--- src/rtl/uart_byte_tx.sv ---
// 8N1 UART transmitter with a small input FIFO. The upstream side sees only a
// valid/ready handshake, and it never has to wait for the baud rate while the FIFO has room.
module uart_byte_tx #(
  parameter int CLK_FREQ   = 100_000_000,
  parameter int BAUD       = 115200,
  parameter int FIFO_DEPTH = 4
) (
  input  logic                          clk,
  input  logic                          rst_n,
  input  logic [7:0]                    tx_data,
  input  logic                          tx_valid,
  output logic                          tx_ready,
  output logic                          uart_tx,
  output logic                          busy,
  output logic [$clog2(FIFO_DEPTH):0]   fifo_level
);

  localparam int CLKS_PER_BIT = CLK_FREQ / BAUD;
  localparam int CNT_W        = (CLKS_PER_BIT > 1) ? $clog2(CLKS_PER_BIT) : 1;
  localparam int AW           = $clog2(FIFO_DEPTH);
  localparam logic [CNT_W-1:0] BAUD_LAST = CNT_W'(CLKS_PER_BIT - 1);

  typedef enum logic [1:0] {IDLE, START, DATA, STOP} state_t;

  state_t           state_reg, state_next;
  logic [CNT_W-1:0] baud_cnt_reg, baud_cnt_next;
  logic [2:0]       bit_idx_reg, bit_idx_next;
  logic [7:0]       shift_reg, shift_next;
  logic [AW:0]      wr_ptr_reg, rd_ptr_reg;
  logic [7:0]       fifo_mem [FIFO_DEPTH];
  logic             fifo_empty, fifo_full, push, pop;

  // Pointers carry one extra wrap bit so full and empty are distinguishable.
  assign fifo_empty = (wr_ptr_reg == rd_ptr_reg);
  assign fifo_full  = (wr_ptr_reg[AW] != rd_ptr_reg[AW]) &&
                      (wr_ptr_reg[AW-1:0] == rd_ptr_reg[AW-1:0]);
  assign fifo_level = wr_ptr_reg - rd_ptr_reg;
  assign tx_ready   = !fifo_full;
  assign push       = tx_valid && !fifo_full;
  assign busy       = (state_reg != IDLE) || !fifo_empty;

  always_ff @(posedge clk) begin
    if (push) begin
      fifo_mem[wr_ptr_reg[AW-1:0]] <= tx_data;
    end
  end

  always_ff @(posedge clk or negedge rst_n) begin
    if (!rst_n) begin
      wr_ptr_reg   <= '0;
      rd_ptr_reg   <= '0;
      state_reg    <= IDLE;
      baud_cnt_reg <= '0;
      bit_idx_reg  <= '0;
      shift_reg    <= '0;
    end else begin
      if (push) wr_ptr_reg <= wr_ptr_reg + (AW+1)'(1);
      if (pop)  rd_ptr_reg <= rd_ptr_reg + (AW+1)'(1);
      state_reg    <= state_next;
      baud_cnt_reg <= baud_cnt_next;
      bit_idx_reg  <= bit_idx_next;
      shift_reg    <= shift_next;
    end
  end

  always_comb begin
    state_next    = state_reg;
    baud_cnt_next = baud_cnt_reg;
    bit_idx_next  = bit_idx_reg;
    shift_next    = shift_reg;
    pop           = 1'b0;
    case (state_reg)
      IDLE: begin
        if (!fifo_empty) begin
          pop           = 1'b1;
          shift_next    = fifo_mem[rd_ptr_reg[AW-1:0]];
          baud_cnt_next = '0;
          state_next    = START;
        end
      end
      START: begin
        if (baud_cnt_reg == BAUD_LAST) begin
          baud_cnt_next = '0;
          bit_idx_next  = '0;
          state_next    = DATA;
        end else begin
          baud_cnt_next = baud_cnt_reg + CNT_W'(1);
        end
      end
      DATA: begin
        if (baud_cnt_reg == BAUD_LAST) begin
          baud_cnt_next = '0;
          shift_next    = {1'b0, shift_reg[7:1]};
          if (bit_idx_reg == 3'd7) begin
            state_next = STOP;
          end else begin
            bit_idx_next = bit_idx_reg + 3'd1;
          end
        end else begin
          baud_cnt_next = baud_cnt_reg + CNT_W'(1);
        end
      end
      STOP: begin
        if (baud_cnt_reg == BAUD_LAST) begin
          baud_cnt_next = '0;
          // Chain straight into the next start bit when data is waiting.
          if (!fifo_empty) begin
            pop        = 1'b1;
            shift_next = fifo_mem[rd_ptr_reg[AW-1:0]];
            state_next = START;
          end else begin
            state_next = IDLE;
          end
        end else begin
          baud_cnt_next = baud_cnt_reg + CNT_W'(1);
        end
      end
      default: state_next = IDLE;
    endcase
  end

  always_comb begin
    uart_tx = 1'b1;
    case (state_reg)
      START:   uart_tx = 1'b0;
      DATA:    uart_tx = shift_reg[0];
      default: uart_tx = 1'b1;
    endcase
  end

endmodule

--- config.mk ---
export PLATFORM = sky130hd
export DESIGN_NAME = uart_byte_tx
export DESIGN_NICKNAME = d
export VERILOG_FILES = /design/src/rtl/uart_byte_tx.sv
export SDC_FILE = /design/constraint.sdc
export NUM_CORES = 1
export LEC_CHECK = 0
export BUFFER_PORTS_ARGS = -buffer_cell sky130_fd_sc_hd__buf_2
export CORE_AREA = 2 2 77 79
export CTS_BUF_LIST = sky130_fd_sc_hd__clkbuf_8
export CTS_CLUSTER_DIAMETER = 30
export DETAILED_ROUTE_END_ITERATION = 8
export DIE_AREA = 0 0 79 81
export GPL_TIMING_DRIVEN = 1
export PLACE_DENSITY = 0.86
export SYNTH_ARGS = -nofsm -noshare
export SYNTH_HDL_FRONTEND = slang
export SYNTH_SLANG_ARGS = --single-unit
export TNS_END_PERCENT = 100
--- constraint.sdc ---
create_clock -name clk -period 1.95 [get_ports clk]
set_input_delay 0.2925 -clock clk [delete_from_list [all_inputs] [get_ports clk]]
set_output_delay 0.2925 -clock clk [all_outputs]
set_load 0.01 [all_outputs]
## After elaboration in Yosys (flattened, before gate mapping)

Memories as Yosys holds them, arrays and structs flattened.
Cells that the tools add are included.

| storage, ports and cells | value |
|---|---|
| memories | 1 |
| word-level logic and storage cells | 63 |
| register bits | 29 |
| RAM bits | 32 |

| cells by class | value |
|---|---|
| add/subtract/negate cells | 5 |
| eq/ne operators | 14 |
| reductions and logical operators | 13 |
| mux-type cells | 24 |

Memory list:

| name | depth | bits a word | rd ports | clocked after Yosys merged registers in | write ports | RTL line | text |
|---|---|---|---|---|---|---|---|
| fifo_mem | 4 | 8 | 1 | 0 | 1 | 30 | `logic [7:0] fifo_mem [FIFO_DEPTH];` |

Operators by type and width:

| kind | count |
|---|---|
| 8-bit 2-to-1 mux | 3 |
| 8-bit one-hot mux with 3 select lines | 1 |
| 10-bit 2-to-1 mux | 2 |
| 10-bit one-hot mux with 2 select lines | 1 |
| 2-bit inequality test, second input constant | 6 |
| 10-bit by 1-bit adder with 10-bit output, second input constant | 1 |
| 10-bit == test, second input constant | 1 |
| 2-bit 2-to-1 mux | 5 |
| 3-bit by 1-bit adder with 3-bit output, second input constant | 3 |
| 3-bit 2-to-1 mux | 3 |
| 2-bit one-hot mux with 4 select lines | 1 |
| 3-bit one-hot mux with 2 select lines | 1 |
| 1-bit 2-to-1 mux | 5 |
| 5-bit AND reduction | 1 |
| 2-bit == test, second input constant | 2 |
| 1-bit one-hot mux with 2 select lines | 2 |
| 4-bit AND reduction | 1 |
| 2-bit nonzero test | 2 |
| 3-bit == test | 1 |
| 3-bit == test, second input constant | 1 |
| 3-bit AND reduction | 1 |
| 3-bit nonzero test | 1 |
| 3-bit OR reduction | 1 |
| 3-bit subtractor | 1 |
| 7 further kinds | 9 |

## Depth between registers and ports, before layout

Gate-level depths: netlist (run 1).

| depth | value |
|---|---|
| depth after elaboration | 6 |
| gate-level depth with buffers | 7 |
| depth with buffers taken out | 6 |

## Worst setup path before layout (run 1)

Ideal clock, no wire load.

| timing path | value |
|---|---|
| kind | reg-to-reg |
| start | reg rd_ptr_reg[1] |
| end | mem fifo_mem[3][0] (enable) |
| setup slack | -0.088 ns |
| arrival | 1.699 ns |
| clock period less this slack | 2.038 ns |
| cell stages (with the launch flop) | 7 |
| buffers on the path | 1 |
| cell sequence | dfrtp_1 -> clkbuf_1 -> inv_1 -> ha_1 -> nand2_1 -> o21a_1 -> and2_1 |

| between the ends | value |
|---|---|
| word-level cells in the longest chain between the ends | 6 |

Ends and longest elaborated chain:

| element | RTL line | text |
|---|---|---|
| start, declared | 29 | `logic [AW:0] wr_ptr_reg, rd_ptr_reg;` |
| start signal, assigned | 58 | `if (pop) rd_ptr_reg <= rd_ptr_reg + (AW+1)'(1);` |
| 2-bit == test | 36 | `(wr_ptr_reg[AW-1:0] == rd_ptr_reg[AW-1:0]);` |
| 1-bit logical AND | 35 | `assign fifo_full = (wr_ptr_reg[AW] != rd_ptr_reg[AW]) &&` |
| 1-bit zero test | 39 | `assign push = tx_valid && !fifo_full;` |
| 1-bit logical AND | 39 |  |
| 1-bit 2-to-1 mux | 43 | `if (push) begin` |
| 1-bit 2-to-1 mux (not written as such) | 44 | `fifo_mem[wr_ptr_reg[AW-1:0]] <= tx_data;` |
| end, declared | 30 |  |

No other way between the ends.

## Final worst setup path (run 1)

| timing path | value |
|---|---|
| start | reg wr_ptr_reg[0] |
| end | out fifo_level[1] |

| between the ends | value |
|---|---|
| word-level cells in the longest chain between the ends | 1 |

Ends and longest elaborated chain:

| element | RTL line | text |
|---|---|---|
| start, declared | 29 |  |
| start signal, assigned | 57 | `if (push) wr_ptr_reg <= wr_ptr_reg + (AW+1)'(1);` |
| 3-bit subtractor | 37 | `assign fifo_level = wr_ptr_reg - rd_ptr_reg;` |
| end, declared | 15 | `output logic [$clog2(FIFO_DEPTH):0] fifo_level` |

No other way between the ends.

==> results of run 1 <==
-- power by group --
group / internal [mW] / switching, mW
Combinational: 0.392 / 0.413
Sequential: 1.54 / 0.0742
Clock: 0.570 / 0.459
Total: 2.50 / 0.946
-- critical path, cell delays in order, from the launching register on --
cell	delay, ps
dfrtp_1	370
inv_2	80
ha_4	160
fa_2	510
inv_1	30
buf_2	120
-- cells by family (layout without fill, tap and decap cells) --
group | count (synthesis) | after routing | synth area share
muxes | 24 | 24 | 0.121
buffers and inverters | 23 | 69 | 0.0332
adders and majority gates | 17 | 17 | 0.0739
DFF | 61 | 61 | 0.566
AOI/OAI and AO/OA | 35 | 35 | 0.0802
and+or+nand+nor | 56 | 56 | 0.103
xor gates and xnor gates | 7 | 7 | 0.0231
-- area by class of cell --
type / instances / area (um2)
timing repair buffer: 38 / 299
sequential: 61 / 1690
clock inverter: 6 / 56.3
tap: 75 / 93.8
fill: 430 / 2100
inverter: 16 / 60.1
clock buffer: 9 / 124
multi-input combinational: 139 / 1250
-- synthesized netlist by cell type (3+ instances only) --
library cell,instances,area [um2]
edfxtp_1,32,961
dfrtp_1,29,726
ha_1,16,200
inv_1,16,60.1
mux2_2,15,169
nand3_1,13,65.1
nand2_1,12,45.0
o21ai_0,11,55.1
mux4_2,8,180
a21oi_1,6,30.0
and2_1,5,31.3
nor2_1,5,18.8
buf_2,4,20.0
nor3_1,4,20.0
or3_1,4,25.0
o22ai_1,3,18.8
xnor2_1,3,26.3
xor2_1,3,26.3
-- through the flow --
step / instance area [um2] / std cells / util
6_report: 3570 / 344 / 0.630
5_1_grt: 3570 / 344 / 0.630
4_1_cts: 3520 / 339 / 0.619
3_5_place_dp: 3270 / 321 / 0.576
3_3_place_gp: 3270 / 321 / 0.576
2_1_floorplan: 2980 / 223 / -
-- metal layers --
layer | up-vias | track usage | share of wire
li1 | 910 | - | -
met4 | 0 | 0.110 | 0.017
met1 | 952 | 0.245 | 0.43
met3 | 7 | 0.0400 | 0.034
met5 | - | 0 | 0
met2 | 43 | 0.307 | 0.52
-- worst min-delay path by stage --
stage                      endpoint  slack, ps  start
finish              baud_cnt_reg[8]        -20  rst_n
CTS                 baud_cnt_reg[4]          5  rst_n
global route        baud_cnt_reg[8]         40  rst_n
global placement    baud_cnt_reg[8]        360  rst_n
floorplan           baud_cnt_reg[0]         -3  rst_n
detailed placement  baud_cnt_reg[7]        370  rst_n
-- cells in the final DEF, fill, tap and decap left out, types with 5 or more instances in the layout --
cell type,synthesis,final
nand3_1,13,12
inv_1,16,14
clkbuf_8,0,9
dfrtp_1,29,28
nand2_1,12,12
buf_4,0,17
a21oi_1,6,5
buf_2,4,16
mux2_2,15,15
ha_1,16,12
and2_1,5,5
mux4_2,8,8
edfxtp_1,32,32
o21ai_0,11,11
-- timing repair --
action | in CTS | in global routing
pin swaps | 1 | 1
setup endpoints to repair | 5 | 14
setup buffers | 3 | 5
gates resized for setup | 8 | 9
==> results.md, run 1 <==
* Outcome: finished with violations
* Failing checks: negative hold slack
* CTS tree: done
* Total track usage at 0.192
* Post-synthesis register bit count at 61
* Post-synth top flop: edfxtp_1
* Worst-skew pair later-pin latency at 340 ps
* PD cells at 964 mW/mm2
* Vias in the first global route at 1876
* DR iter-0 viols at 133
* Type of the most critical hold path: primary input to asynchronous set/reset pin
* Final period utilization at 0.973
* Flop-to-flop setup slack at 80 ps
* Final nets at 293
* Crit. Startpoint: wr_ptr_reg[0]
* Gpl congestion at 0.833
* Total core area at 0.00568 mm2
* Mean Syn Cell Area at 13.4 um2
* # setup viols final at 0
* Worst hold margin at -16.4 ps
* Library cells used by synthesis at 46
* # IOs at 17
* ANT nets after route at 0
* Number of synthesized flops with an enable pin at 32
* Pin count of the biggest net entering global routing at 30
* Post-Syn Nets at 251
* Num Clock Sinks at 61
* Syn-to-layout area delta at 19.9%
* Antenna violations before repair at 0
* Ant. Diodes at 0
* Tot Pwr at 3.45 mW
* Max FO, Critical Path at 4
* Root buf cell: clkbuf_8
* Tmin final at 1900 ps
* Crit path to: fifo_level[1]
* First-pass iteration count of the detailed router at 4
* Die area at 0.00640 mm2
* Final worst setup slack at 51.9 ps
* Arr. time, crit path at 1610 ps
* Max Fclk at 0.527 GHz
* First-pass GRT wire length at 9.05 mm
* Die width at 79 um
* Residual DRC count at 0
* Post-Syn Area at 0.00298 mm2
* Hold Buf Count CTS at 0
* Dpl ws at 0.440 ps
* Post-DP HPWL at 3.81 mm
* Worst Skew at 6.16 ps
* Worst relative slew slack at 0.558
* IO Port Bufs at 16
* Worst Tran Pin Value at 663 ps
* R2r worst-path depth at 5
* Clk slew on worst S/H paths at 60 ps
* CTS Buf Count at 9
* Post-synthesis sequential area ratio at 0.566
* Hold Vio Cnt, Final at 29
* Largest register FFs at 32
* Die height at 81 um
* Reg-to-Reg Start: state_reg[0]
* Max-slew violation count at 0
* FP Rows at 28
* Max Cap Viol at 0
* Critical Path Start Type: flip-flop
* Peak VDD IR at 894 uV
* H-tree depth at 3
* Drt wl/cell at 16.0 um
* Required time worst endpoint at 1660 ps
* Setup TNS at 0 ps
* Initial core utilization at 0.525
* Syn. warnings at 0
* Drt total wl at 5.51 mm
* Reg2reg end: state_reg[1]
* Crit end category: output port
* Via count at 1912
* Share of cells above drive strength 1 at 0.361
* Leak Pwr at 1.44 nW
* Max clock buf depth at 2
* Syn Inst Count at 223
* Via density at 5.56
* Total grt overflow at 0
* Asr flop ratio synth at 0.475
* Critical path class: flip-flop to output port
Note: power is estimated with default switching activity, not from simulation.
==> inputs of run 2 (changes only) <==
--- a/config.mk
+++ b/config.mk
@@ -6,13 +6,13 @@
 export NUM_CORES = 1
 export LEC_CHECK = 0
 export BUFFER_PORTS_ARGS = -buffer_cell sky130_fd_sc_hd__buf_2
-export CORE_AREA = 2 2 77 79
-export CTS_BUF_LIST = sky130_fd_sc_hd__clkbuf_8
+export CORE_AREA = 2 2 78 80
+export CTS_BUF_LIST = sky130_fd_sc_hd__clkbuf_16
 export CTS_CLUSTER_DIAMETER = 30
 export DETAILED_ROUTE_END_ITERATION = 8
-export DIE_AREA = 0 0 79 81
+export DIE_AREA = 0 0 80 82
 export GPL_TIMING_DRIVEN = 1
-export PLACE_DENSITY = 0.86
+export PLACE_DENSITY = 0.85
 export SYNTH_ARGS = -nofsm -noshare
 export SYNTH_HDL_FRONTEND = slang
 export SYNTH_SLANG_ARGS = --single-unit
==> constraint.sdc (replaced) <==
create_clock -name clk -period 1.95 [get_ports clk]
set_input_delay 0.195 -clock clk [delete_from_list [all_inputs] [get_ports clk]]
set_output_delay 0.195 -clock clk [all_outputs]
set_load 0.01 [all_outputs]
==> results.md, run 2 (synthesized netlist as in run 1, its figures left out) <==
* Outcome: complete, no violations
* Critical Path Start Type: flip-flop
* Utilization after layout at 0.631 (+0.00125)
* Dpl cells at 321 (unchanged)
* Leak Pwr at 1.43 nW (about the same)
* Antenna violations before repair at 0 (unchanged)
* Residual DRC count at 0 (unchanged)
* Required time worst endpoint at 2160 ps (+500 ps)
* Final nets at 288 (-1.7%)
* CTS tree: done
* Critical path class: flip-flop to flip-flop
* Commonest cells after routing, fill and taps aside: 32 x edfxtp_1, 26 x dfrtp_1, 16 x buf_2, 15 x mux2_2, 14 x inv_1
* Clk slew on worst S/H paths at 50 ps (about the same)
* Total grt overflow at 0 (unchanged)
* Largest register FFs at 32 (unchanged)
* DR iter-0 viols at 155 (+17%)
* Final worst setup slack at 42.6 ps (-9.32 ps)
* Crit path max-delay family: compound AO/OA/AOI/OAI gates
* Via density at 5.65 (+1.6%)
* Final period utilization at 0.978 (+0.00478)
* Syn-to-layout area delta at 21.6%
* Max Fclk at 0.524 GHz (-0.49%)
* Die area at 0.00656 mm2 (+2.5%)
* H-tree depth at 3 (unchanged)
* Num Clock Sinks at 61 (unchanged)
* Ant. Diodes at 0 (unchanged)
* Root buf cell: clkbuf_16
* Tmin final at 1910 ps (+9.32 ps)
* Cell area after layout at 0.00363 mm2 (+1.4%)
* Via count at 1920 (+0.42%)
* Peak VDD IR at 1020 uV (+14%)
* Total core area at 0.00575 mm2 (+1.2%)
* ANT nets after route at 0 (unchanged)
* Drt wl/cell at 16.7 um (+4.7%)
* Dpl ws at 32.8 ps (+32.4 ps)
* Worst relative slew slack at 0.555 (-0.00261)
* Gpl congestion at 0.858 (+3.0%)
* Post-Layout Cell Count at 340 (-1.2%)
* Drt total wl at 5.69 mm (+3.4%)
* Initial core utilization at 0.519 (-0.00641)
* Worst-path cell chain: ha_2 > and4b_2 > a41oi_2 > a21oi_4 > mux2_2
* Max-slew violation count at 0 (unchanged)
* Hold Vio Cnt, Final at 0 (-100%)
* Max Cap Viol at 0 (unchanged)
* Die height at 82 um (+1.2%)
* Worst Skew at 4.70 ps (-1.46 ps)
* Worst-skew pair later-pin latency at 330 ps (about the same)
* First-pass iteration count of the detailed router at 5 (+1)
* CTS Buf Count at 9 (unchanged)
* # setup viols final at 0 (unchanged)
* Slowest cell on crit path: dfrtp_1
* Commonest non-fill, non-tap cell in the layout: edfxtp_1
* First-pass GRT wire length at 9.53 mm (+5.3%)
* Post-DP HPWL at 3.78 mm (-0.93%)
* Die width at 80 um (+1.3%)
* Slowest stage delay, CP at 390 ps (-120 ps)
* Tot Pwr at 3.76 mW (+9.2%)
* Vias in the first global route at 1923 (+2.5%)
* IO Port Bufs at 16 (unchanged)
* Setup TNS at 0 ps (unchanged)
* # IOs at 17 (unchanged)
* Worst hold margin at 77.6 ps (+94.0 ps)
* PD cells at 1040 mW/mm2 (+7.6%)
* Share of cells above drive strength 1 at 0.340 (-0.0210)
* Worst Tran Pin Value at 667 ps (+3.92 ps)
* Arr. time, crit path at 2120 ps (+510 ps)
* Placed inst area at 0.00327 mm2 (unchanged)
* FP Rows at 28 (unchanged)
* Buf/Inv on CP at 0 (-3)
* Pin count of the biggest net entering global routing at 30 (unchanged)
* Type of the most critical hold path: primary input to flip-flop
* Total track usage at 0.196 (+0.00478)
* Crit end category: flip-flop
* Max FO, Critical Path at 7 (+3)
* Max clock buf depth at 2 (unchanged)
run 2: path summary, 6_finish.rpt:
kind | startpoint | to | slack [ps] | cells after the start
min in group asynchronous | rst_n | baud_cnt_reg[7] | 440 | 2
hold reg to reg | shift_reg[4] | shift_reg[4] | 510 | 1
setup reg to reg | baud_cnt_reg[1] | shift_reg[2] | 40 | 5
setup / recovery | baud_cnt_reg[1] | shift_reg[2] | 40 | 5
hold / removal | tx_data[5] | fifo_mem[0][5] | 80 | 1
max in group asynchronous | rst_n | wr_ptr_reg[1] | 1040 | 2
run 2: layout make-up:
class | instances | area (um2)
fillers | 431 | 2120
multi-input cells | 139 | 1250
flip-flops and latches | 61 | 1690
clock buffers | 9 | 225
clock inverters | 7 | 43.8
inverters | 16 | 60.1
repair buffers | 33 | 260
well taps | 75 | 93.8
run 2: power breakdown:
part	total, mW	internal (mW)	leakage (nW)	switching (mW)
Combinational	0.747	0.357	0.661	0.390
Clock	1.40	0.847	0.126	0.556
Sequential	1.61	1.54	0.647	0.0728
run 2: per-layer routing:
layer	global-route usage	part of all wire	vias up
li1	-	-	904
met2	0.322	0.51	50
met1	0.246	0.42	952
met3	0.0648	0.048	14
met5	0	0	-
met4	0.0712	0.022	0
run 2: timing repair:
| item | CTS | global route |
|---|---|---|
| hold buffers | 1 | 0 |
| endpoints found under the setup margin | 3 | 12 |
| pin swaps | 0 | 1 |
| endpoints found under the hold margin | 29 | 0 |
| setup buffers | 0 | 2 |
| gates resized for setup | 6 | 10 |
run 2: worst reg2reg max path, stage by stage (launching register included):
cell and delay (ps):
dfrtp_1 390, ha_2 230, and4b_2 300, a41oi_2 190
a21oi_4 290, mux2_2 380
